==> config.mk <==
export PLATFORM = sky130hd
export DESIGN_NAME = color_bounce_renderer
export DESIGN_NICKNAME = d
export VERILOG_FILES = /design/src/rtl/color_bounce_renderer.sv
export SDC_FILE = /design/constraint.sdc
export NUM_CORES = 1
export LEC_CHECK = 0
export CORE_UTILIZATION = 40
export DETAILED_ROUTE_END_ITERATION = 10
export GPL_ROUTABILITY_DRIVEN = 1
export PLACE_DENSITY = 0.78
export RECOVER_POWER = 100
export SYNTH_ARGS = -nofsm -noshare
export SYNTH_HDL_FRONTEND = slang
export SYNTH_SLANG_ARGS = --single-unit
==> constraint.sdc <==
create_clock -name clk -period 2.6 [get_ports clk]
set_input_delay 0.52 -clock clk [delete_from_list [all_inputs] [get_ports clk]]
set_output_delay 0.52 -clock clk [all_outputs]
set_load 0.03 [all_outputs]
==> src/rtl/color_bounce_renderer.sv <==
// color_bounce_renderer
//
// Takes one game-state snapshot on a frame tick and turns it into a pixel stream
// for a 160x120, 3-bit-colour VGA adapter. The drawing order is fixed: erase the
// previous ball, draw the four platforms, then draw the current ball. Exactly one
// pixel is produced per cycle. Pixels that fall off screen still use their cycle,
// but they are not plotted.
//
// Optional feature: define COLOR_BOUNCE_SKIP_UNCHANGED_EN to skip the erase pass
// when the previous and current ball rows are equal.
//
// Ports:
//   clk            system clock
//   reset          synchronous, active-low reset
//   start          frame tick, sampled only while idle
//   prev_ball      previous ball top row (bit 7 ignored)
//   curr_ball      current ball top row (bit 7 ignored)
//   color_ball     ball colour
//   color_plats    platform i colour = [3i+2:3i]
//   position_plats platform i left x = [7i+6:7i]
//   x, y, colour   registered pixel coordinate and colour
//   plot           write strobe to the VGA adapter
//   busy           high while a frame is in progress
//   done           one-cycle pulse when a frame completes
module color_bounce_renderer #(
    parameter int unsigned BALL_X    = 76,
    parameter int unsigned BALL_SIZE = 4,
    parameter int unsigned PLAT_Y    = 100,
    parameter int unsigned PLAT_W    = 10,
    parameter int unsigned PLAT_H    = 2,
    parameter logic [2:0]  BG_COLOUR = 3'b000
) (
    input  logic        clk,
    input  logic        reset,
    input  logic        start,
    input  logic [7:0]  prev_ball,
    input  logic [7:0]  curr_ball,
    input  logic [2:0]  color_ball,
    input  logic [11:0] color_plats,
    input  logic [27:0] position_plats,
    output logic [7:0]  x,
    output logic [6:0]  y,
    output logic [2:0]  colour,
    output logic        plot,
    output logic        busy,
    output logic        done
);

    localparam int unsigned NumPlats = 4;
    localparam int unsigned ScreenW  = 160;
    localparam int unsigned ScreenH  = 120;
    localparam int unsigned MaxW     = (PLAT_W > BALL_SIZE) ? PLAT_W : BALL_SIZE;
    localparam int unsigned MaxH     = (PLAT_H > BALL_SIZE) ? PLAT_H : BALL_SIZE;
    localparam int unsigned ColW     = (MaxW > 1) ? $clog2(MaxW) : 1;
    localparam int unsigned RowW     = (MaxH > 1) ? $clog2(MaxH) : 1;

    typedef enum logic [2:0] {
        StIdle,
        StLoad,
        StErase,
        StPlat,
        StBall,
        StDone
    } state_e;

    state_e            state_q, state_d;
    logic [ColW-1:0]   col_q, col_d;
    logic [RowW-1:0]   row_q, row_d;
    logic [1:0]        plat_q, plat_d;

    // Snapshot registers; ball rows are stored with bit 7 already cleared.
    logic [7:0]        prev_q, curr_q;
    logic [2:0]        cball_q;
    logic [11:0]       cplats_q;
    logic [27:0]       pos_q;

    logic [7:0]        x_q;
    logic [6:0]        y_q;
    logic [2:0]        colour_q;
    logic              plot_q, busy_q, done_q;

    logic [7:0]        pix_x, pix_y;
    logic [2:0]        pix_c;
    logic              pix_on;
    logic              pix_vis;
    logic [7:0]        ball_row;

    logic [6:0]        plat_pos [NumPlats];
    logic [2:0]        plat_col [NumPlats];

    always_comb begin
        for (int i = 0; i < NumPlats; i++) begin
            plat_pos[i] = pos_q[7*i +: 7];
            plat_col[i] = cplats_q[3*i +: 3];
        end
    end

    always_comb begin
        state_d  = state_q;
        col_d    = col_q;
        row_d    = row_q;
        plat_d   = plat_q;
        pix_x    = '0;
        pix_y    = '0;
        pix_c    = '0;
        pix_on   = 1'b0;
        ball_row = (state_q == StErase) ? prev_q : curr_q;

        unique case (state_q)
            StIdle: begin
                if (start) begin
                    state_d = StLoad;
                end
            end

            StLoad: begin
                col_d   = '0;
                row_d   = '0;
                plat_d  = '0;
                state_d = StErase;
`ifdef COLOR_BOUNCE_SKIP_UNCHANGED_EN
                // Compare the values being latched this cycle.
                if ((prev_ball & 8'h7F) == (curr_ball & 8'h7F)) begin
                    state_d = StPlat;
                end
`endif
            end

            StErase, StBall: begin
                pix_x  = 8'(BALL_X) + 8'(col_q);
                pix_y  = ball_row + 8'(row_q);
                pix_c  = (state_q == StErase) ? BG_COLOUR : cball_q;
                pix_on = 1'b1;
                if (col_q == ColW'(BALL_SIZE - 1)) begin
                    col_d = '0;
                    if (row_q == RowW'(BALL_SIZE - 1)) begin
                        row_d   = '0;
                        state_d = (state_q == StErase) ? StPlat : StDone;
                    end else begin
                        row_d = row_q + 1'b1;
                    end
                end else begin
                    col_d = col_q + 1'b1;
                end
            end

            StPlat: begin
                pix_x  = {1'b0, plat_pos[plat_q]} + 8'(col_q);
                pix_y  = 8'(PLAT_Y) + 8'(row_q);
                pix_c  = plat_col[plat_q];
                pix_on = 1'b1;
                if (col_q == ColW'(PLAT_W - 1)) begin
                    col_d = '0;
                    if (row_q == RowW'(PLAT_H - 1)) begin
                        row_d = '0;
                        if (plat_q == 2'(NumPlats - 1)) begin
                            plat_d  = '0;
                            state_d = StBall;
                        end else begin
                            plat_d = plat_q + 1'b1;
                        end
                    end else begin
                        row_d = row_q + 1'b1;
                    end
                end else begin
                    col_d = col_q + 1'b1;
                end
            end

            StDone: begin
                state_d = StIdle;
            end

            default: begin
                state_d = StIdle;
            end
        endcase
    end

    // Off-screen pixels still take their cycle but are not strobed.
    assign pix_vis = pix_on && (pix_x < 8'(ScreenW)) && (pix_y < 8'(ScreenH));

    always_ff @(posedge clk) begin
        if (!reset) begin
            state_q  <= StIdle;
            col_q    <= '0;
            row_q    <= '0;
            plat_q   <= '0;
            prev_q   <= '0;
            curr_q   <= '0;
            cball_q  <= '0;
            cplats_q <= '0;
            pos_q    <= '0;
            x_q      <= '0;
            y_q      <= '0;
            colour_q <= '0;
            plot_q   <= 1'b0;
            busy_q   <= 1'b0;
            done_q   <= 1'b0;
        end else begin
            state_q <= state_d;
            col_q   <= col_d;
            row_q   <= row_d;
            plat_q  <= plat_d;
            if (state_q == StLoad) begin
                prev_q   <= prev_ball & 8'h7F;
                curr_q   <= curr_ball & 8'h7F;
                cball_q  <= color_ball;
                cplats_q <= color_plats;
                pos_q    <= position_plats;
            end
            x_q      <= pix_x;
            y_q      <= pix_y[6:0];
            colour_q <= pix_c;
            plot_q   <= pix_vis;
            busy_q   <= (state_q != StIdle);
            done_q   <= (state_q == StDone);
        end
    end

    assign x      = x_q;
    assign y      = y_q;
    assign colour = colour_q;
    assign plot   = plot_q;
    assign busy   = busy_q;
    assign done   = done_q;

endmodule
==> metrics.csv <==
metric,value,unit
synthesis warning total,0,
clock period minus worst slack,2.51,ns
CTS tree,built,
Crit path arrival time,2.75,ns
post-route ant nets,0,
Post CTS Setup Buffer Count,0,
post-synth top area share,0.427,
synthesized area,4170,um2
FMAX,398,MHz
Post-Syn Area per Cell,8.63,um2
Min-Delay Startpoint,cplats_q[10],
root buf cell,clkbuf_8,
total power,4.10,mW
share of layout cells above drive strength 1,0.0917,
antenna violations before repair,0,
PwrDens,766,nW/um2
Finish-stage setup viols,0,
RSZ-0062 raised after global routing,false,
Cell variety after synth,49,
DIE AREA,10800,um2
"Clk pin slew, worst setup/hold paths",0.09,ns
"Hold Vio Cnt, Final",0,
Tightest Pin Transition,0.631,ns
worst skew pair latency,0.37,ns
Crit Path Category,reg2reg,
Max VDD drop,0.314,mV
CTS Sinks,89,
global-route wire length before repair,16200,um
DRT iter0 DRCs,149,
setup TNS,0,ns
final core occ,0.538,
worst hold path type,reg2reg,
GRT Util Overall,0.185,
TritonCTS Buffers,9,
top cell types by occurrence after synthesis,"136 x nand2_1, 89 x dfxtp_1, 41 x a21boi_0",
final worst slack,0.0877,ns
n_diodes,0,
crit-path max FO,4,
Post-synth EDFFs,0,
post-DR vias/cell,5.10,
Chip Height,104,um
Final Slew Violations,0,
number of synthesized register bits,89,
"Seq/Total Area, Yosys",0.427,
max cap viols,0,
cell row count,36,
Area contributors post-synth,"dfxtp_1 43%, nand2_1 12%, a21boi_0 7.4%",
RR Startpoint,plat_q[0],
fillcell total,887,
Synth Flop Type,dfxtp_1,
LEAKAGE,2.00,nW
Core Area,9950,um2
vias in the first global route,3549,
Post-synth ARST share,0,
DRT Pass-1 Iters,4,
Die X,104,um
GP Congestion,0.815,
sequential cell area,1790,um2
"worst slack, placed",0.0310,ns
biggest area consumer among synthesized cells,dfxtp_1,
routed wire length,9380,um
H-tree levels,3,
"Net count, final",640,
total number of vias,3567,
largest net degree at the start of global routing,48,
Final Cycle Share,0.966,
I/O pin count,83,
critical path capture point type,register,
syn_nets,561,
starting density of the core,0.419,
Slew Limit Headroom,0.579,
Clock Skew,0.0153,ns
drt drc,0,
area delta synth->final,28.4,%
cell count after synthesis,483,
most frequent cell after synthesis,nand2_1,
GR Overflow Total,0,
CP startpoint,plat_q[0],
multi-input combinational cell area,2240,um2
port buffer count,80,
CP Data Required Time,2.83,ns
status,finished clean,
DPL Wire Length,7020,um
CTS max path bufs,2,
CP Launch Type,register,
routed wire length per instance,13.4,um
-- state kept, by name (all words and copies together), names as in the netlist --
| name | flops |
|---|---|
| done | 1 |
| curr_q | 7 |
| col_q | 4 |
| row_q | 2 |
| cplats_q | 12 |
| x | 8 |
| state_q | 3 |
| colour | 3 |
| plat_q | 2 |
| plot | 1 |
| busy | 1 |
| pos_q | 28 |
| y | 7 |
| prev_q | 7 |
| cball_q | 3 |
-- routing by layer --
layer  GRT usage  vias up  part of all wire
li1            -     1800                 -
met1       0.233     1622              0.44
met2       0.298      124              0.48
met3      0.0414       21             0.048
met4      0.0949        0             0.024
met5           0        -                 0
-- power breakdown --
| group | internal, mW | leakage [nW] | switching [mW] |
|---|---|---|---|
| Combinational | 0.562 | 1.18 | 0.801 |
| Clock | 0.448 | 0.0971 | 0.499 |
| Sequential | 1.62 | 0.725 | 0.176 |
-- cells in the final DEF, fill, tap and decap left out, types with 4 or more instances in the layout --
master           synthesis  layout
nor2b_1                  8       7
a22oi_1                  8       9
and2_1                   7       5
a21boi_0                41      41
dlygate4sd3_1            0      22
nand4_1                  4       4
clkbuf_8                 0       9
dfxtp_1                 89      88
nand3_1                  4       4
xnor2_1                  6       6
buf_4                    1      14
nand2_1                136     136
o21ai_0                  5       5
clkdlybuf4s50_1          0      58
mux2i_1                  4       4
nor2_1                  23      23
o22ai_1                  5       5
nor3_1                   5       5
a21oi_1                 30      30
xor2_1                   6       6
inv_1                   11      11
mux4_2                  10      10
ha_1                    14      13
a21o_1                   4       4
-- cells by family (layout without fill, tap and decap cells) --
group           after synthesis  in the layout  synth area share
compound gates              110            110             0.181
xor+xnor                     12             12            0.0252
fa+ha+maj                    16             16            0.0516
buf+inv                      40            124            0.0402
flops                        89             89             0.427
mux                          14             14            0.0636
simple gates                202            202             0.211
-- final timing paths --
check / depth (start not counted) / slack [ns] / end
setup / recovery: 9 / 0.09 / plot
hold / removal: 2 / 0.46 / cplats_q[10]
hold reg to reg: 2 / 0.46 / cplats_q[10]
setup reg to reg: 9 / 0.09 / plot
-- timing repair --
item	CTS	global route
setup endpoints to repair	0	1
resized for setup	0	3
hold buffers	0	0
-- metrics by stage --
step	area, um2	hold slack, ns	cells
detailed placement	5160	0.445	684
CTS	5360	0.458	700
global placement	5160	0.440	684
global route	5360	0.476	700
floorplan	4180	0.433	483
finish	5360	0.459	700
-- final cells by class --
| class | count | share of cell area |
|---|---|---|
| multi-input combinational | 354 | 0.418 |
| sequential | 89 | 0.333 |
| timing repair buffer | 97 | 0.174 |
| tap | 133 | 0.0311 |
| clock buffer | 10 | 0.0238 |
| clock inverter | 6 | 0.0121 |
| inverter | 11 | 0.00771 |
-- critical path: stages, from the launching register on --
cell,delay (ns)
dfxtp_4,0.38
mux4_2,0.51
ha_1,0.23
fa_1,0.40
a21o_1,0.17
a21oi_1,0.17
nor2b_1,0.09
a211oi_2,0.25
or3_1,0.15
a41oi_2,0.03
Power figures use the tool's default switching activity.
